`src/rtl/apb_pkg.sv`:
```
// Shared types and constants for the two-requester APB arbiter.
// State encoding, requester count, bus widths and slave-select bit.
package apb_pkg;

    localparam int NUM_REQ = 2;
    localparam int ADDR_W  = 32;
    localparam int DATA_W  = 32;
    localparam int STRB_W  = DATA_W / 8;
    localparam int SEL_BIT = 31;

    typedef enum logic [1:0] {
        IDLE   = 2'd0,
        SETUP  = 2'd1,
        ACCESS = 2'd2,
        DONE   = 2'd3
    } state_t;

endpackage

```
`src/rtl/apb_rr_arbiter.sv`:
```
// Two-way round-robin grant: the requester not served last wins a tie.
// Purely combinational; the caller owns the last-grant pointer.
module apb_rr_arbiter
    import apb_pkg::*;
(
    input  logic [NUM_REQ-1:0] req,
    input  logic               last,
    output logic [NUM_REQ-1:0] grant
);

    always_comb begin
        grant = '0;
        unique case (req)
            2'b11:   grant = last ? 2'b01 : 2'b10;
            default: grant = req;
        endcase
    end

endmodule

```
`src/rtl/apb_req_arbiter.sv`:
```
// Round-robin arbiter sharing one APB master port between two requesters.
// Define APB_ARB_TIMEOUT_EN to bound ACCESS wait states by TIMEOUT_CYCLES.
module apb_req_arbiter
    import apb_pkg::*;
#(
    parameter int TIMEOUT_CYCLES = 16
) (
    input  logic                PCLK,
    input  logic                PRESET,
    input  logic [NUM_REQ-1:0]  REQ_VALID,
    input  logic [NUM_REQ-1:0]  REQ_WRITE,
    input  logic [ADDR_W-1:0]   REQ_ADDR0,
    input  logic [ADDR_W-1:0]   REQ_ADDR1,
    input  logic [DATA_W-1:0]   REQ_WDATA0,
    input  logic [DATA_W-1:0]   REQ_WDATA1,
    input  logic [STRB_W-1:0]   REQ_STRB0,
    input  logic [STRB_W-1:0]   REQ_STRB1,
    output logic [NUM_REQ-1:0]  REQ_DONE,
    output logic [DATA_W-1:0]   REQ_RDATA,
    output logic                REQ_ERR,
    output logic                PSEL1,
    output logic                PSEL2,
    output logic                PENABLE,
    output logic                PWRITE,
    output logic [ADDR_W-1:0]   PADDR,
    output logic [DATA_W-1:0]   PWDATA,
    output logic [STRB_W-1:0]   PSTRB,
    input  logic [DATA_W-1:0]   PRDATA,
    input  logic                PREADY,
    input  logic                PSLVERR
);

    if (TIMEOUT_CYCLES < 1) begin : g_bad_cfg
        $error("TIMEOUT_CYCLES must be at least 1");
    end

    state_t               state;
    state_t               state_nxt;
    logic [NUM_REQ-1:0]   grant;
    logic [NUM_REQ-1:0]   grant_q;
    logic                 last_q;
    logic [ADDR_W-1:0]    addr_q;
    logic [DATA_W-1:0]    wdata_q;
    logic [STRB_W-1:0]    strb_q;
    logic                 write_q;
    logic [DATA_W-1:0]    rdata_q;
    logic                 err_q;
    logic                 timeout;
    logic                 take;
    logic [ADDR_W-1:0]    sel_addr;
    logic [DATA_W-1:0]    sel_wdata;
    logic [STRB_W-1:0]    sel_strb;
    logic                 sel_write;

    apb_rr_arbiter u_rr (
        .req   (REQ_VALID),
        .last  (last_q),
        .grant (grant)
    );

    assign take = (state == IDLE) && (|REQ_VALID);

    always_comb begin
        sel_addr  = grant[1] ? REQ_ADDR1  : REQ_ADDR0;
        sel_wdata = grant[1] ? REQ_WDATA1 : REQ_WDATA0;
        sel_strb  = grant[1] ? REQ_STRB1  : REQ_STRB0;
        sel_write = grant[1] ? REQ_WRITE[1] : REQ_WRITE[0];
    end

`ifdef APB_ARB_TIMEOUT_EN
    localparam int CNT_W = $clog2(TIMEOUT_CYCLES + 1);

    logic [CNT_W-1:0] wait_cnt;

    always_ff @(posedge PCLK or posedge PRESET) begin
        if (PRESET) begin
            wait_cnt <= '0;
        end else if (state_nxt == SETUP) begin
            wait_cnt <= '0;
        end else if (state == ACCESS && !PREADY) begin
            wait_cnt <= wait_cnt + 1'b1;
        end
    end

    // Fires on the last permitted stalled ACCESS cycle.
    assign timeout = (state == ACCESS) && !PREADY &&
                     (wait_cnt == CNT_W'(TIMEOUT_CYCLES - 1));
`else
    assign timeout = 1'b0;
`endif

    always_ff @(posedge PCLK or posedge PRESET) begin
        if (PRESET) begin
            state <= IDLE;
        end else begin
            state <= state_nxt;
        end
    end

    always_comb begin
        state_nxt = state;
        unique case (state)
            IDLE:    if (|REQ_VALID) state_nxt = SETUP;
            SETUP:   state_nxt = ACCESS;
            ACCESS:  if (PREADY || timeout) state_nxt = DONE;
            DONE:    state_nxt = IDLE;
        endcase
    end

    always_comb begin
        PSEL1    = 1'b0;
        PSEL2    = 1'b0;
        PENABLE  = 1'b0;
        REQ_DONE = '0;
        unique case (state)
            IDLE: ;
            SETUP: begin
                PSEL1 = !addr_q[SEL_BIT];
                PSEL2 = addr_q[SEL_BIT];
            end
            ACCESS: begin
                PSEL1   = !addr_q[SEL_BIT];
                PSEL2   = addr_q[SEL_BIT];
                PENABLE = 1'b1;
            end
            DONE: REQ_DONE = grant_q;
        endcase
    end

    // Request fields are frozen at grant; later requester changes are ignored.
    always_ff @(posedge PCLK or posedge PRESET) begin
        if (PRESET) begin
            grant_q <= '0;
            last_q  <= 1'b1;
            addr_q  <= '0;
            wdata_q <= '0;
            strb_q  <= '0;
            write_q <= 1'b0;
            rdata_q <= '0;
            err_q   <= 1'b0;
        end else begin
            if (take) begin
                grant_q <= grant;
                last_q  <= grant[1];
                addr_q  <= sel_addr;
                wdata_q <= sel_wdata;
                strb_q  <= sel_write ? sel_strb : '0;
                write_q <= sel_write;
            end
            if (state == ACCESS && PREADY) begin
                rdata_q <= write_q ? '0 : PRDATA;
                err_q   <= PSLVERR;
            end else if (timeout) begin
                rdata_q <= '0;
                err_q   <= 1'b1;
            end
        end
    end

    assign PADDR     = addr_q;
    assign PWDATA    = wdata_q;
    assign PSTRB     = strb_q;
    assign PWRITE    = write_q;
    assign REQ_RDATA = rdata_q;
    assign REQ_ERR   = err_q;

endmodule

```
`config.mk`:
```
export PLATFORM = sky130hd
export DESIGN_NAME = apb_req_arbiter
export DESIGN_NICKNAME = d
export VERILOG_FILES = /design/src/rtl/apb_pkg.sv /design/src/rtl/apb_rr_arbiter.sv /design/src/rtl/apb_req_arbiter.sv
export SDC_FILE = /design/constraint.sdc
export NUM_CORES = 1
export LEC_CHECK = 0
export CAP_MARGIN = 25
export CORE_ASPECT_RATIO = 2
export CORE_UTILIZATION = 35
export CTS_CLUSTER_DIAMETER = 80
export CTS_CLUSTER_SIZE = 28
export DETAILED_ROUTE_END_ITERATION = 10
export PLACE_DENSITY = 0.76
export SLEW_MARGIN = 10
export SYNTH_ARGS = -nofsm -noshare
export SYNTH_HDL_FRONTEND = slang
export SYNTH_SLANG_ARGS = --single-unit
```
`constraint.sdc`:
```
create_clock -name PCLK -period 3.4 [get_ports PCLK]
set_input_delay 0.68 -clock PCLK [delete_from_list [all_inputs] [get_ports PCLK]]
set_output_delay 0.68 -clock PCLK [all_outputs]
set_load 0.03 [all_outputs]
```
==> flow_summary.yaml, run 1 <==
sta:
  rsz0062_at_grt: "no"
  fmax_mhz: 383
  setup_viol: 0
  drv_slew: 0
  fin_ws_ns: 0.786
  period_share: 0.769
  slew_headroom: 0.445
  skew_ns: 0.00973
  worst_pin_slew_ns: 0.831
  setup_tns_ns: 0
  period_needed_ns: 2.61
  hold_viol: 0
worst_setup_path:
  critPathKind: "register to primary output"
  crit_path_end_kind: "primary output"
  crit_required_ns: 2.72
  crit_arrival_ns: 1.93
  crit_path_start_kind: "register"
  path_max_fanout: 4
routing:
  drtIter0Drc: 145
  wl_per_cell_um: 16.1
  avgViaCountPerCell: 4.77
  drc_errors: 0
  ant_nets: 0
  drtPass1Iterations: 4
  wl_mm: 14.5
  via_count: 4299
clock_tree:
  cts_tree: "yes"
  cts_made_buffers: 9
  post_cts_buffers: 0
  cts.repair.resized: 0
  numClockSinks: 107
  postCtsHoldBufs: 0
  clkSlewWorstSetupHoldPaths_ns: 0.08
  clk_latency_ns: 0.34
  cts.root.buffer_cell: "clkbuf_16"
  clockBufferDepth: 2
  htree_levels: 3
run_status:
  status: "finished clean"
pwr:
  p_leak_nw: 3.50
  ir_worst_vdd_mv: 0.514
  power_mw: 7.23
  power_density_mw_per_mm2: 893
die:
  rows: 60
  die_area_mm2: 0.0144
  io_pins: 283
  core_area_mm2: 0.0135
  fp.dieH_um: 169
  start_util: 0.361
  die_x_um: 85.4
yosys:
  syn_area_mm2: 0.00487
  ys_seq_area_frac: 0.550
  synth_cells: 470
  yosys-top-cells-area: "dfrtp_1 (54%), mux2i_1 (14%), nand2_1 (7.9%)"
  ys_types: 26
  syn-num-nets: 649
  avgSynthCellArea_um2: 10.4
  synth.largest_area_cell: "dfrtp_1"
  synth-seq-cells: 107
  yosys_warnings: 0
  synth_top_area_share: 0.544
global_route:
  grt_usage: 0.205
  grt_max_degree: 90
  overflow: 0
  antenna_found_initial: 0
  grt_pass1_vias: 4605
  grt_pass1_wl_mm: 22.8
cells_and_area:
  n_antenna_cell: 0
  final_common_cell: "clkdlybuf4s50_1"
  area_growth_pct: 66.3
  layout_common_cells: "clkdlybuf4s50_1 (282), dfrtp_1 (106), nand2_1 (102)"
  nets: 920
  finish.instance_area_mm2: 0.00810
  fillers: 1168
  drive_gt1_frac: 0.0442
placed_design:
  dp_hpwl_mm: 11.5
  pre_cts_ws_ns: 0.706
  placedInstanceArea_mm2: 0.00780
  port_buffers: 282
  place_congestion: 0.773
hold_path:
  worst_hold_path_type: "register to register"
run:
  cap_violations: 0
-- worst paths after layout --
check                             start           end  slack, ns  depth (start not counted)
setup / recovery               state[1]         PSEL1       0.79                          4
hold / removal             REQ_RDATA[7]  REQ_RDATA[7]       0.48                          2
setup reg to reg               state[1]    PWDATA[26]       1.49                          6
hold reg to reg            REQ_RDATA[7]  REQ_RDATA[7]       0.48                          2
max in group asynchronous        PRESET      PADDR[3]       1.88                          3
min in group asynchronous        PRESET     PWDATA[7]       0.83                          2
-- registers in the layout (all words and copies together) (netlist names) --
| signal | count |
|---|---|
| last_q | 1 |
| REQ_RDATA | 32 |
| REQ_ERR | 1 |
| grant_q | 2 |
| PWDATA | 32 |
| PSTRB | 4 |
| state | 2 |
| PADDR | 32 |
| PWRITE | 1 |
-- per-stage QoR --
step                cells  utilization  hold slack (ns)
floorplan             470            -            0.465
global placement      885        0.578            0.463
detailed placement    885        0.578            0.471
CTS                   901        0.600            0.488
global route          901        0.600            0.504
finish                901        0.600            0.483
-- layout make-up --
| class | count | area [um^2] | share of cell area |
|---|---|---|---|
| Multi-Input combinational cell | 327 | 1970 | 0.244 |
| Sequential cell | 107 | 2680 | 0.331 |
| Inverter | 3 | 15.0 | 0.00185 |
| Timing Repair Buffer | 293 | 2940 | 0.363 |
| Clock buffer | 10 | 229 | 0.0283 |
| Tap cell | 155 | 194 | 0.0239 |
| Clock inverter | 6 | 70.1 | 0.00865 |
-- synthesized netlist by cell type (all sizes together) --
cell type	number
a32oi	1
dfrtp	106
buf	19
mux2	2
a21oi	4
a31oi	1
nor2b	2
dfstp	1
nand2b	32
nand2	103
o21ai	101
o22a	1
or2b	1
nor2	1
clkbuf	14
a21boi	1
and2	5
mux2i	68
a22o	1
ha	3
inv	3
-- critical path: stages, from the launching register on --
cell             delay (ns)
dfrtp_1                0.39
inv_1                  0.06
ha_1                   0.29
nor2b_1                0.14
clkdlybuf4s50_1        0.71
-- metal layers --
layer | GRT usage | share of wire | up-vias
met1 | 0.209 | 0.35 | 1941
met4 | 0.0855 | 0.034 | 0
met2 | 0.389 | 0.55 | 210
met5 | 0 | 0 | -
li1 | - | - | 2118
met3 | 0.0473 | 0.069 | 30
-- kinds of logic (layout without fill, tap and decap cells) --
family,after synthesis,count (layout),synth area share
mux,70,70,0.144
flops,107,107,0.550
buf+inv,36,312,0.0488
simple gates,144,144,0.132
fa+ha+maj,3,3,0.00770
compound gates,110,110,0.118
-- where the power goes --
group / switching [mW] / internal (mW) / leakage, nW / total (mW)
Combinational: 2.30 / 1.68 / 2.02 / 3.98
Sequential: 0.327 / 1.87 / 1.34 / 2.20
Clock: 0.475 / 0.580 / 0.148 / 1.06
Total: 3.11 / 4.13 / 3.50 / 7.23
(Power assumes the default switching activity.)
==> run 2, diff against run 1 <==
Settings changed: CORE_UTILIZATION 35 to 38, PLACE_DENSITY 0.76 to 0.79.
Clock period 3.4 ns to 2.68 ns, I/O delays scaled along.
==> flow_summary.yaml, run 2 (synthesis gave the netlist of run 1 again) <==
cells_and_area:
  finish.instance_area_mm2: 0.00806
  drive_gt1_frac: 0.0391
  final_core_util: 0.642
  final_common_cell: "clkdlybuf4s50_1"
  nets: 915
  layout_common_cells: "clkdlybuf4s50_1 (282), dfrtp_1 (106), nand2_1 (102)"
  final_cell_count_no_fill: 892
  area_growth_pct: 65.4
pwr:
  p_int_mw: 5.15
  power_density_mw_per_mm2: 1130
  power_mw: 9.13
  netSwitchingFraction: 0.436
  switchingPower_mw: 3.98
  pwr-share-clk: 0.140
  share_seq_of_total_power: 0.305
  ir_worst_vdd_mv: 0.798
  pwr-share-comb: 0.555
  p_leak_nw: 3.48
routing:
  wl_mm: 14.6
  wl_per_cell_um: 16.4
  ant_nets: 0
  avgViaCountPerCell: 4.85
  drtPass1Iterations: 4
  via_count: 4325
  drtIter0Drc: 179
  drc_errors: 0
worst_setup_path:
  crit_path_start_kind: "register"
  crit_required_ns: 2.14
  critPathKind: "register to primary output"
  crit_slowest_cell: "clkdlybuf4s50_1"
  crit_path_end_kind: "primary output"
  cp_cell_sequence: "inv_1 -> ha_1 -> nor2b_1 -> clkdlybuf4s50_1"
  crit_arrival_ns: 1.96
  path_max_fanout: 3
  max_stage_delay_ns: 0.68
global_route:
  grt_pass1_wl_mm: 22.3
  grt_max_degree: 135
  grt_pass1_vias: 4565
  antenna_found_initial: 1
  grt_usage: 0.223
  overflow: 0
run:
  cap_violations: 0
sta:
  hold_viol: 0
  hold_slack_ns: 0.467
  setup_tns_ns: 0
  setup_viol: 0
  skew_ns: 0.00804
  worst_pin_slew_ns: 0.593
  rsz0062_at_grt: "no"
  period_needed_ns: 2.49
  period_share: 0.931
  fmax_mhz: 401
  slew_headroom: 0.604
  fin_ws_ns: 0.186
  drv_slew: 0
die:
  rows: 58
  io_pins: 283
  start_util: 0.388
  fp.dieH_um: 162
  core_area_mm2: 0.0126
  die_area_mm2: 0.0133
  die_x_um: 82.1
placed_design:
  port_buffers: 282
  place_congestion: 0.872
  dp_hpwl_mm: 11.4
  placedCellCount: 875
  pre_cts_ws_ns: 0.309
  placedInstanceArea_mm2: 0.00777
clock_tree:
  cts.root.buffer_cell: "clkbuf_16"
  cts_tree: "yes"
  cts_made_buffers: 9
  cts.repair.resized: 0
  numClockSinks: 107
  post_cts_buffers: 0
  clockBufferDepth: 2
  clk_latency_ns: 0.34
  clkSlewWorstSetupHoldPaths_ns: 0.07
  htree_levels: 3
  postCtsHoldBufs: 0
hold_path:
  worst_hold_path_type: "input port to asynchronous set/reset pin"
run_status:
  status: "finished clean"
[run 2: cell types whose count changed in the layout (fill, tap and decap cells not counted), sizes merged]
cell,before,now
clkinvlp,1,2
diode,0,1
clkbuf,10,9
bufinv,1,0
inv,5,6
buf,11,6
[run 2: layer usage]
layer | part of all wire | track usage | wire length [um]
met4 | 0.053 | 0.135 | 769
met5 | 0 | 0 | 0
met3 | 0.067 | 0.0517 | 983
met1 | 0.34 | 0.225 | 4970
met2 | 0.54 | 0.398 | 7880
[run 2: area by class of cell]
cell class	instances	area, um^2
fill	1021	4500
timing repair buffer	288	2920
sequential	107	2680
multi-input combinational	327	1970
clock buffer	9	225
tap	150	188
clock inverter	7	58.8
inverter	3	15.0
antenna	1	2.50
[run 2: critical path: cells and delay by family (launching register included)]
family	cells	cell delay, ns
AND/OR/NAND/NOR	1	0.15
buffers and inverters	2	0.76
adder cells (fa/ha/maj)	1	0.33
flip-flops	1	0.39
[run 2: final timing paths]
| path | startpoint | to | slack, ns | cells after the start |
|---|---|---|---|---|
| max | state[0] | PSEL1 | 0.19 | 4 |
| min | PRESET | PWDATA[6] | 0.47 | 2 |
| max reg2reg | state[0] | REQ_RDATA[13] | 0.86 | 6 |
| min reg2reg | REQ_RDATA[23] | REQ_RDATA[23] | 0.48 | 2 |
| max in group asynchronous | PRESET | REQ_RDATA[13] | 1.44 | 3 |
| min in group PCLK | REQ_RDATA[23] | REQ_RDATA[23] | 0.48 | 2 |
[run 2: power groups by stage]
stage	Clock [mW]	Combinational (mW)	Sequential, mW
after floorplan	0	1.58	4.15
after global placement	0	5.00	2.76
after detailed placement	0	5.12	2.81
after CTS	1.31	5.12	2.79
after global routing	1.37	5.43	2.88
final	1.28	5.07	2.79
==> run 3, diff against run 2 <==
Settings changed: SYNTH_HIERARCHICAL set to 1.
==> flow_summary.yaml, run 3 <==
global_route:
  grt_usage: 0.223
  antenna_found_initial: 0
  overflow: 0
  grt_pass1_vias: 4616
  grt_pass1_wl_mm: 22.3
  grt_max_degree: 137
yosys:
  syn_area_mm2: 0.00483
  ys_types: 23
  synth-edff-count: 0
  synthFlopType: "dfrtp_1"
  avgSynthCellArea_um2: 10.2
  ys_seq_area_frac: 0.554
  synth.most_common_cell: "nand2_1"
  yosys_warnings: 6
  synth_top_area_share: 0.549
  synth-seq-cells: 107
  synth.largest_area_cell: "dfrtp_1"
  postSynth.asyncResetShare: 1.00
  synth_cells: 473
  synth_common_cells: "nand2_1 (112), dfrtp_1 (106), o21ai_0 (91), mux2i_1 (68), nand2b_1 (32)"
  yosys-top-cells-area: "dfrtp_1 (55%), mux2i_1 (14%), o21ai_0 (9.4%)"
  syn-num-nets: 652
routing:
  wl_per_cell_um: 16.2
  drtIter0Drc: 196
  wl_mm: 14.4
  drtPass1Iterations: 4
  ant_nets: 0
  drc_errors: 0
  via_count: 4351
  avgViaCountPerCell: 4.87
die:
  die_x_um: 81.7
  fp.dieH_um: 161
  die_area_mm2: 0.0132
  core_area_mm2: 0.0123
  rows: 57
  io_pins: 283
  start_util: 0.394
clock_tree:
  clkSlewWorstSetupHoldPaths_ns: 0.07
  numClockSinks: 107
  cts.repair.resized: 0
  clockBufferDepth: 2
  cts_tree: "yes"
  post_cts_buffers: 0
  cts.root.buffer_cell: "clkbuf_16"
  postCtsHoldBufs: 0
  cts_made_buffers: 9
  htree_levels: 3
  clk_latency_ns: 0.34
worst_setup_path:
  ff2ff_setup_slack_ns: 1.04
  crit_path_end_kind: "primary output"
  crit_required_ns: 2.14
  worstPathBufferInverterCount: 2
  max_stage_delay_ns: 0.67
  r2r-end: "PADDR[8]"
  cp_num_cells: 4
  cp_cell_sequence: "inv_1 -> ha_1 -> nor2b_1 -> clkdlybuf4s50_1"
  crit_family: "buffers and inverters"
  timing.rr.start: "state[0]"
  critPathKind: "register to primary output"
  r2r_cells: 5
  path_max_fanout: 4
  crit_slowest_cell: "clkdlybuf4s50_1"
  crit_path_start_kind: "register"
  crit_arrival_ns: 1.96
placed_design:
  dp_hpwl_mm: 11.4
  place_congestion: 0.741
  port_buffers: 282
sta:
  setup_tns_ns: 0
  slew_headroom: 0.568
  hold_slack_ns: 0.479
  period_needed_ns: 2.49
  worst_pin_slew_ns: 0.647
  hold_viol: 0
  setup_viol: 0
  rsz0062_at_grt: "no"
  period_share: 0.930
  fmax_mhz: 401
  drv_slew: 0
  skew_ns: 0.0113
cells_and_area:
  n_antenna_cell: 0
  area_growth_pct: 68.0
  drive_gt1_frac: 0.0415
  final_common_cell: "clkdlybuf4s50_1"
  layout_common_cells: "clkdlybuf4s50_1 (282), nand2_1 (112), dfrtp_1 (106)"
  nets: 921
pwr:
  ir_worst_vdd_mv: 0.726
  p_leak_nw: 3.57
  power_density_mw_per_mm2: 1120
run_status:
  status: "finished clean"
hold_path:
  whs_path_depth: 2
  min-delay-start: "grant_q[1]"
  worst_hold_path_type: "register to register"
  hold-path-endpoint: "grant_q[1]"
run:
  cap_violations: 0
-- run 3: cell types whose count changed in the layout (fill, tap and decap cells not counted), sizes merged, moves of 2 or more --
cell	delta
nand2	+9
and2	-2
a21oi	-3
buf	+2
-- run 3: cell type report --
type                            count  area [um^2]
Inverter                            4         18.8
Clock buffer                        9          225
Sequential cell                   107         2680
Tap cell                          147          184
Timing Repair Buffer              290         2950
Clock inverter                      7         92.6
Fill cell                         957         4150
Multi-Input combinational cell    330         1970
-- run 3: power by group --
part           switching (mW)  internal [mW]
registers               0.401           2.36
clock network           0.645          0.752
logic                    2.88           2.08
-- run 3: kinds of logic after synthesis --
logic type / count (synthesis) / synth area share
DFF: 107 / 0.554
buffers and inverters: 36 / 0.0399
muxes: 71 / 0.148
and+or+nand+nor: 150 / 0.136
AOI/OAI and AO/OA: 106 / 0.114
adders and majority gates: 3 / 0.00777
-- run 3: how the worst max path moves through the flow --
| stage | to | startpoint | slack, ns |
|---|---|---|---|
| floorplan | PADDR[0] | PRESET | 0.86 |
| global placement | PWDATA[27] | REQ_VALID[1] | 0.45 |
| detailed placement | PADDR[26] | REQ_VALID[1] | 0.39 |
| CTS | PSEL1 | state[1] | 0.15 |
| global route | PSEL1 | state[1] | 0.06 |
| finish | PSEL1 | state[1] | 0.19 |
-- run 3: worst reg2reg max path, cell delays in order (launching register included) --
cell and delay (ns):
dfrtp_1 0.38, inv_1 0.07, ha_1 0.28, o21ai_4 0.10, buf_12 0.36, o21ai_0 0.31
-- run 3: layer usage --
layer	vias to the layer above	global-route usage	routed length [um]
met5	-	0	0
met4	0	0.0869	439
met3	28	0.0486	1100
met2	202	0.417	8030
met1	2005	0.230	4870
li1	2116	-	-
-- run 3: through the flow --
step	util	setup slack, ns	power, mW	area (um^2)	std cells
finish	0.662	0.188	9.12	8120	894
global route	0.662	0.0603	9.70	8120	894
CTS	0.662	0.154	9.21	8120	894
detailed placement	0.636	0.392	7.80	7800	878
global placement	0.636	0.449	7.64	7800	878
floorplan	-	0.857	5.60	4840	473
